$ cat src/rtl/net_pixel_plotter.sv
// Net pixel plotter: buffers centre-net y values in a 4-entry FIFO and draws each one
// as a short horizontal run on the VGA adapter write port.
module net_pixel_plotter #(
  parameter logic [7:0]  NET_X   = 8'd79,
  parameter int unsigned NET_W   = 2,
  parameter logic [2:0]  NET_COL = 3'b111,
  parameter logic [6:0]  Y_MAX   = 7'd119
) (
  input  logic       clock,
  input  logic       resetn,
  input  logic       start,
  input  logic       in_valid,
  input  logic [6:0] in_y,
  input  logic       in_last,
  output logic       in_ready,
  output logic [7:0] vga_x,
  output logic [6:0] vga_y,
  output logic [2:0] vga_colour,
  output logic       vga_plot,
  output logic       busy,
  output logic       done
);

  localparam logic [1:0] LastCol = 2'(NET_W - 1);

  typedef enum logic [1:0] {StIdle, StRun, StDone} state_e;

  state_e     state_q, state_d;
  logic [7:0] mem_q [4];  // {last, y}
  logic [1:0] wr_ptr_q, rd_ptr_q;
  logic [2:0] count_q;
  logic [1:0] col_q, col_d;
  logic       fifo_full, fifo_empty, push, pop, clear;
  logic [6:0] head_y;
  logic       head_last;
  logic [7:0] x_d;
  logic [6:0] y_d;
  logic [2:0] colour_d;
  logic       plot_d;

  assign fifo_full  = (count_q == 3'd4);
  assign fifo_empty = (count_q == 3'd0);
  assign in_ready   = (state_q == StRun) && !fifo_full;
  assign push       = in_valid && in_ready;
  assign head_y     = mem_q[rd_ptr_q][6:0];
  assign head_last  = mem_q[rd_ptr_q][7];
  assign busy       = (state_q == StRun);
  assign done       = (state_q == StDone);

  always_comb begin
    state_d  = state_q;
    col_d    = col_q;
    pop      = 1'b0;
    clear    = 1'b0;
    plot_d   = 1'b0;
    x_d      = vga_x;
    y_d      = vga_y;
    colour_d = vga_colour;
    unique case (state_q)
      StIdle, StDone: begin
        if (start) begin
          state_d = StRun;
          clear   = 1'b1;
          col_d   = 2'd0;
        end
      end
      StRun: begin
        if (!fifo_empty) begin
          if (head_y > Y_MAX) begin
            // Out-of-range entries retire in a single silent cycle.
            pop   = 1'b1;
            col_d = 2'd0;
          end else begin
            plot_d   = 1'b1;
            x_d      = NET_X + {6'b0, col_q};
            y_d      = head_y;
            colour_d = NET_COL;
            if (col_q == LastCol) begin
              pop   = 1'b1;
              col_d = 2'd0;
            end else begin
              col_d = col_q + 2'd1;
            end
          end
          if (pop && head_last) state_d = StDone;
        end
      end
      default: state_d = StIdle;
    endcase
  end

  always_ff @(posedge clock) begin
    if (!resetn) begin
      state_q    <= StIdle;
      wr_ptr_q   <= 2'd0;
      rd_ptr_q   <= 2'd0;
      count_q    <= 3'd0;
      col_q      <= 2'd0;
      vga_x      <= 8'd0;
      vga_y      <= 7'd0;
      vga_colour <= 3'd0;
      vga_plot   <= 1'b0;
    end else begin
      state_q    <= state_d;
      col_q      <= col_d;
      vga_x      <= x_d;
      vga_y      <= y_d;
      vga_colour <= colour_d;
      vga_plot   <= plot_d;
      if (clear) begin
        wr_ptr_q <= 2'd0;
        rd_ptr_q <= 2'd0;
        count_q  <= 3'd0;
      end else begin
        if (push) wr_ptr_q <= wr_ptr_q + 2'd1;
        if (pop)  rd_ptr_q <= rd_ptr_q + 2'd1;
        count_q <= count_q + {2'b0, push} - {2'b0, pop};
      end
    end
  end

  // Storage needs no reset: occupancy is tracked by the pointers and count.
  always_ff @(posedge clock) begin
    if (push) mem_q[wr_ptr_q] <= {in_last, in_y};
  end

endmodule
$ cat config.mk
export PLATFORM = sky130hd
export DESIGN_NAME = net_pixel_plotter
export DESIGN_NICKNAME = d
export VERILOG_FILES = /design/src/rtl/net_pixel_plotter.sv
export SDC_FILE = /design/constraint.sdc
export NUM_CORES = 1
export LEC_CHECK = 0
export CAP_MARGIN = 20
export CORE_ASPECT_RATIO = 0.8
export CORE_MARGIN = 2
export CORE_UTILIZATION = 45
export CTS_CLUSTER_DIAMETER = 80
export DETAILED_ROUTE_END_ITERATION = 10
export PLACE_DENSITY = 0.73
export SYNTH_ARGS = -nofsm -noshare
export SYNTH_HDL_FRONTEND = slang
export SYNTH_SLANG_ARGS = --single-unit
$ cat constraint.sdc
create_clock -name clock -period 3.2 [get_ports clock]
set_input_delay 0.32 -clock clock [delete_from_list [all_inputs] [get_ports clock]]
set_output_delay 0.32 -clock clock [all_outputs]
set_load 0.03 [all_outputs]
==> flow_summary.yaml, run 1 <==
synthesis:
  ys_seq_area_share_pct: 60.04
  synth_cell_types: 40
  yosys_register_bits: 58
  yosys_warnings: 0
  avgSynthCellArea_um2: 13.56
  synth_area_um2: 2467
  syn-instance-count: 182
floorplan:
  initial_utilization_pct: 45.90
  fp.dieH_um: 70.23
  die_area_um2: 6095
  num_rows: 24
  ios: 34
  die-width_um: 86.79
  core_area_um2: 5375
sta:
  fin_ws_ps: 359.8
  finalSetupTns_ps: 0
  grt_setup_unrepaired: "false"
  finalSetupViolCount: 0
  drv_slew: 0
  hold_viol: 0
  fin_skew_ps: 7.666
  post-route-period-util_pct: 88.76
  worstMarginPinSlew_ps: 672.6
  fmax_mhz: 352.1
  slew_headroom_pct: 55.02
  period_needed_ps: 2840
power:
  p_comb_share_pct: 6.7
  peakVddDrop_mv: 0.3778
  seqPwrFrac_pct: 52.0
  power_leakage_nw: 1.045
  power.density_nw_per_um2: 519.6
  p_sw_uw: 330.0
  clkPwrFrac_pct: 41.3
  p_total_mw: 1.546
  switching_share_pct: 21.34
  power.internal_mw: 1.216
clock_tree:
  h-tree-depth: 3
  cts_hold_buf: 0
  post_cts_resized: 0
  cts_tree: "yes"
  numCtsBuffers: 9
  clock_latency_ps: 340
  cts.sinks: 58
  postCtsSetupBuffers: 0
  cts_buffer_depth: 2
  cts_root_buf: "clkbuf_8"
  clk_pin_slew_ps: 60
run_status:
  status: "complete, no violations"
route:
  firstDrtPassIters: 4
  vias_per_cell: 5.313
  ant_nets: 0
  wirelength_um: 4304
  drt_first_iter_violations: 79
  drc: 0
  num_vias: 1509
  wl_per_cell_um: 15.15
global_routing:
  grt_pass1_vias: 1340
  grt_max_degree: 21
  antenna_found_initial: 0
  overflow: 0
  grt.total_usage_pct: 15.57
  grt_pass1_wl_um: 6789
cells_and_area:
  fin_cells: 284
  finalNetCount: 236
  final_util_pct: 55.35
  diodes: 0
  drive_above_1_share_pct: 11.87
  area_growth_pct: 20.59
critical_path:
  crit_type: "reg -> reg"
  critPathLaunchType: "flop"
  end_kind: "flop"
  crit_fanout: 6
  cp.arrival_ps: 3060
  crit_required_ps: 3410
hold_path:
  hold_path_class: "reg -> reg"
placed_design:
  dp.cells: 268
  place_hpwl_um: 2913
  numPortBuffers: 31
  dpl_worst_slack_ps: 324.2
  gp_congestion: 0.7245
job:
  maxCapViolCount: 0
## layout make-up
| class | instances | area [um^2] |
|---|---|---|
| inverters | 11 | 41.29 |
| fillers | 440 | 2400 |
| clock inverters | 4 | 43.79 |
| multi-input cells | 99 | 842.1 |
| clock buffers | 12 | 145.1 |
| flip-flops and latches | 58 | 1481 |
| well taps | 65 | 81.33 |
| repair buffers | 35 | 340.3 |
## flip-flops by register name, summed over array words and instances (netlist names), named ones only
register    count
mem_q          32
vga_colour      1
rd_ptr_q        2
wr_ptr_q        2
vga_y           7
vga_x           4
count_q         3
vga_plot        1
col_q           2
state_q         2
## worst max-delay path, stage by stage, from the launching register on
cell and delay, ps:
dfxtp_1 510, mux4_2 620, a41oi_4 310, nor2_2 70
ha_1 270, inv_1 40, ha_1 180, fa_1 380
xnor2_1 170, xnor2_1 130, nor2_1 50
## layout by cell type (no fill, tap or decap), types with 2 or more instances in the layout
cell / instances
edfxtp_1: 32
clkdlybuf4s50_1: 31
dfxtp_1: 26
inv_1: 11
nand2_1: 11
clkbuf_8: 10
o21ai_0: 9
ha_1: 9
nand4_1: 7
nand3_1: 6
nor2_1: 5
mux4_2: 4
a21oi_1: 4
and2_1: 4
mux4_1: 4
buf_4: 4
a21boi_0: 3
and3_1: 3
xnor2_1: 3
nand2b_1: 2
or3_1: 2
nor2b_1: 2
nor3_1: 2
mux2i_1: 2
o211a_1: 2
conb_1: 2
clkbuf_1: 2
clkinv_2: 2
## power groups by stage
stage | registers [mW] | clock network [mW] | logic, mW
final | 0.804 | 0.639 | 0.103
after global routing | 0.805 | 0.687 | 0.113
after CTS | 0.804 | 0.654 | 0.104
after detailed placement | 0.820 | 0 | 0.103
after global placement | 0.820 | 0 | 0.101
after floorplan | 0.824 | 0 | 0.0597
## cell usage after synthesis (all sizes together)
cell,count,share of area (%)
o31ai,1,0.30
nand4b,1,0.36
nand3,6,1.2
a211oi,1,0.30
and2,4,1.0
a21boi,3,0.91
and3,3,0.76
o21ai,9,1.8
nand2b,2,0.51
nand2,11,1.7
o211a,2,0.81
a32o,1,0.41
conb,1,0.15
nor2b,2,0.51
ha,9,4.6
inv,11,1.7
or4,1,0.30
a41oi,1,1.1
nor2,7,1.5
and4,1,0.46
clkbuf,5,0.81
o21a,1,0.30
nand4,7,1.8
o221a,2,0.91
nor3,2,0.41
mux2i,2,0.81
a21oi,4,0.81
mux4,8,7.9
buf,10,3.5
edfxtp,32,39
xnor2,3,1.1
fa,1,0.81
dfxtp,26,21
or3,2,0.51
## per-stage QoR
stage	instance area, um^2	hold WS [ps]
final	2975	455.6
after global routing	2975	484.7
after CTS	2975	461.5
after detailed placement	2786	453.4
after global placement	2786	444.1
after floorplan	2471	418.9
## cells by family (layout without fill, tap and decap cells)
family | count (synthesis) | in the layout | synth area share, %
adders and majority gates | 10 | 10 | 5.375
buffers and inverters | 26 | 62 | 5.983
muxes | 10 | 10 | 8.722
xor gates and xnor gates | 3 | 3 | 1.065
and+or+nand+nor | 49 | 49 | 10.95
AOI/OAI and AO/OA | 25 | 25 | 7.708
other | 1 | 2 | 0.1520
DFF | 58 | 58 | 60.04
## layer usage
| metal | wire (um) | share of wire, % | vias to the layer above | track usage [%] |
|---|---|---|---|---|
| met4 | 53 | 1.2 | 0 | 4.688 |
| met2 | 2013 | 47 | 46 | 22.82 |
| met5 | 0 | 0 | - | 0 |
| li1 | - | - | 734 | - |
| met1 | 1957 | 45 | 720 | 20.46 |
| met3 | 279 | 6.5 | 9 | 7.565 |
## path summary, 6_finish.rpt
path                            cells after the start  slack, ps         end      from
worst max-delay path                               10        360  count_q[2]      flop
worst min register to register                      2        460    vga_x[4]  vga_x[4]
worst max register to register                     10        360  count_q[2]      flop
worst min-delay path                                2        460    vga_x[4]  vga_x[4]
Note: power is estimated with default switching activity, not from simulation.
==> run 2, diff against run 1 <==
--- a/config.mk
+++ b/config.mk
@@ -9,9 +9,11 @@
 export CORE_ASPECT_RATIO = 0.8
 export CORE_MARGIN = 2
 export CORE_UTILIZATION = 45
+export CTS_BUF_LIST = sky130_fd_sc_hd__clkbuf_8
 export CTS_CLUSTER_DIAMETER = 80
 export DETAILED_ROUTE_END_ITERATION = 10
-export PLACE_DENSITY = 0.73
+export DONT_BUFFER_PORTS = 1
+export PLACE_DENSITY = 0.65
 export SYNTH_ARGS = -nofsm -noshare
 export SYNTH_HDL_FRONTEND = slang
 export SYNTH_SLANG_ARGS = --single-unit
==> run 2 against run 1 <==
Net effect:
- first-iteration DRC count fell by 51%
- power rose by 2.8%
- design area fell by 8.8%
- combinational power fell by 37%
- sequential share of layout area rose by 4.8 points
- count of clock-buffer cells in the layout fell by 3
- setup slack got worse by 63 ps
- critical path depth did not move
- largest cell class unchanged
==> flow_summary.yaml, run 2 (synthesis gave the netlist of run 1 again) <==
run_status:
  status: "complete, no violations"
critical_path:
  crit_type: "reg -> reg"
  critPathLaunchType: "flop"
  cp.arrival_ps: 3120
  crit_fanout: 6
  crit_required_ps: 3420
  crit_slowest_cell: "mux4_2"
  critPathMaxStageDelay_ps: 630
  path_cells: "mux4_2 > a41oi_4 > nor2_2 > ha_1 > inv_1 > ha_1 > fa_1 > xnor2_1 > xnor2_1 > nor2_1"
  end_kind: "flop"
clock_tree:
  numCtsBuffers: 9
  cts.sinks: 58
  cts_hold_buf: 0
  cts_tree: "yes"
  post_cts_resized: 0
  h-tree-depth: 3
  clock_latency_ps: 330
  postCtsSetupBuffers: 0
  clk_pin_slew_ps: 70
  cts_root_buf: "clkbuf_8"
  cts_buffer_depth: 2
sta:
  worstMarginPinSlew_ps: 659.4
  finalSetupTns_ps: 0
  slew_headroom_pct: 55.95
  fin_ws_ps: 296.7
  period_needed_ps: 2903
  finalSetupViolCount: 0
  drv_slew: 0
  hold_viol: 0
  fmax_mhz: 344.4
  post-route-period-util_pct: 90.73
  fin_skew_ps: 5.358
  grt_setup_unrepaired: "false"
  holdWs_ps: 81.96
floorplan:
  initial_utilization_pct: 45.90
  num_rows: 24
  die-width_um: 86.79
  ios: 34
  die_area_um2: 6095
  fp.dieH_um: 70.23
  core_area_um2: 5375
route:
  drt_first_iter_violations: 39
  num_vias: 1401
  wirelength_um: 4233
  drc: 0
  wl_per_cell_um: 16.73
  ant_nets: 0
  vias_per_cell: 5.538
  firstDrtPassIters: 4
cells_and_area:
  final_cell_mix: "edfxtp_1 (32), dfxtp_1 (26), inv_1 (11), nand2_1 (11)"
  reg.largest.list: "mem_q: 32 flops, vga_y: 7 flops, vga_x: 4 flops"
  regMostFlops: "mem_q"
  largest_reg_flops: 32
  final_util_pct: 50.49
  post-route-cell-area_um2: 2714
  fin_cells: 253
  finalNetCount: 205
  area_growth_pct: 9.990
  diodes: 0
  drive_above_1_share_pct: 14.89
  final_common_cell: "edfxtp_1"
  nFillCells: 453
global_routing:
  met2_usage_pct: 23.41
  grtUsageMet1_pct: 17.99
  antenna_found_initial: 0
  grt_pass1_wl_um: 6837
  grt.total_usage_pct: 15.46
  use_met3_pct: 9.574
  top_usage_layer: "met2"
  grt_pass1_vias: 1417
  overflow: 0
  grt_max_degree: 29
power:
  p_total_mw: 1.590
  peakVddDrop_mv: 0.3443
  power_leakage_nw: 0.9373
  power.density_nw_per_um2: 585.8
placed_design:
  dpl_worst_slack_ps: 266.6
  gp_congestion: 0.7401
  place_hpwl_um: 3034
  numPortBuffers: 0
  post_dp_cell_area_um2: 2469
  dp.cells: 236
hold_path:
  hold_path_class: "in -> reg"
job:
  maxCapViolCount: 0
run 2: cell count changes in the layout (fill, tap and decap cells not counted), sizes merged:
cell | before | now
clkdlybuf4s50 | 31 | 0
clkinvlp | 0 | 4
clkbuf | 12 | 9
clkinv | 3 | 1
bufinv | 1 | 2
run 2: final timing paths:
kind          startpoint     endpoint  slack, ps  cells after the start
min reg2reg  rd_ptr_q[1]         flop        500                      2
min              in_y[3]  mem_q[2][3]         80                      0
max reg2reg         flop   count_q[2]        300                     10
max                 flop   count_q[2]        300                     10
run 2: final cells by class:
type | count | area, um^2 | share of cell area, %
Sequential cell | 58 | 1481 | 54.59
Multi-Input combinational cell | 99 | 842.1 | 31.03
Clock buffer | 9 | 123.9 | 4.564
Clock inverter | 7 | 93.84 | 3.458
Tap cell | 65 | 81.33 | 2.997
Timing Repair Buffer | 4 | 50.05 | 1.844
Inverter | 11 | 41.29 | 1.521
run 2: where the power goes:
part,switching (mW),internal (mW)
Clock,0.280,0.434
Sequential,0.0136,0.798
Combinational,0.0426,0.0220
run 2: routing by layer:
| layer | share of wire, % | wire (um) | up-vias |
|---|---|---|---|
| met4 | 1.3 | 57 | 0 |
| li1 | - | - | 665 |
| met3 | 9.2 | 391 | 7 |
| met5 | 0 | 0 | - |
| met1 | 42 | 1772 | 685 |
| met2 | 48 | 2011 | 44 |
run 2: worst max-delay path: cells and delay by family, from the launching register on:
kind                     cells  cell delay, ps
buffers and inverters        1              40
multiplexers                 1             630
XOR/XNOR                     2             320
adder cells (fa/ha/maj)      3             840
flip-flops                   1             510
AND/OR/NAND/NOR              2             120
AO/OA/AOI/OAI                1             330
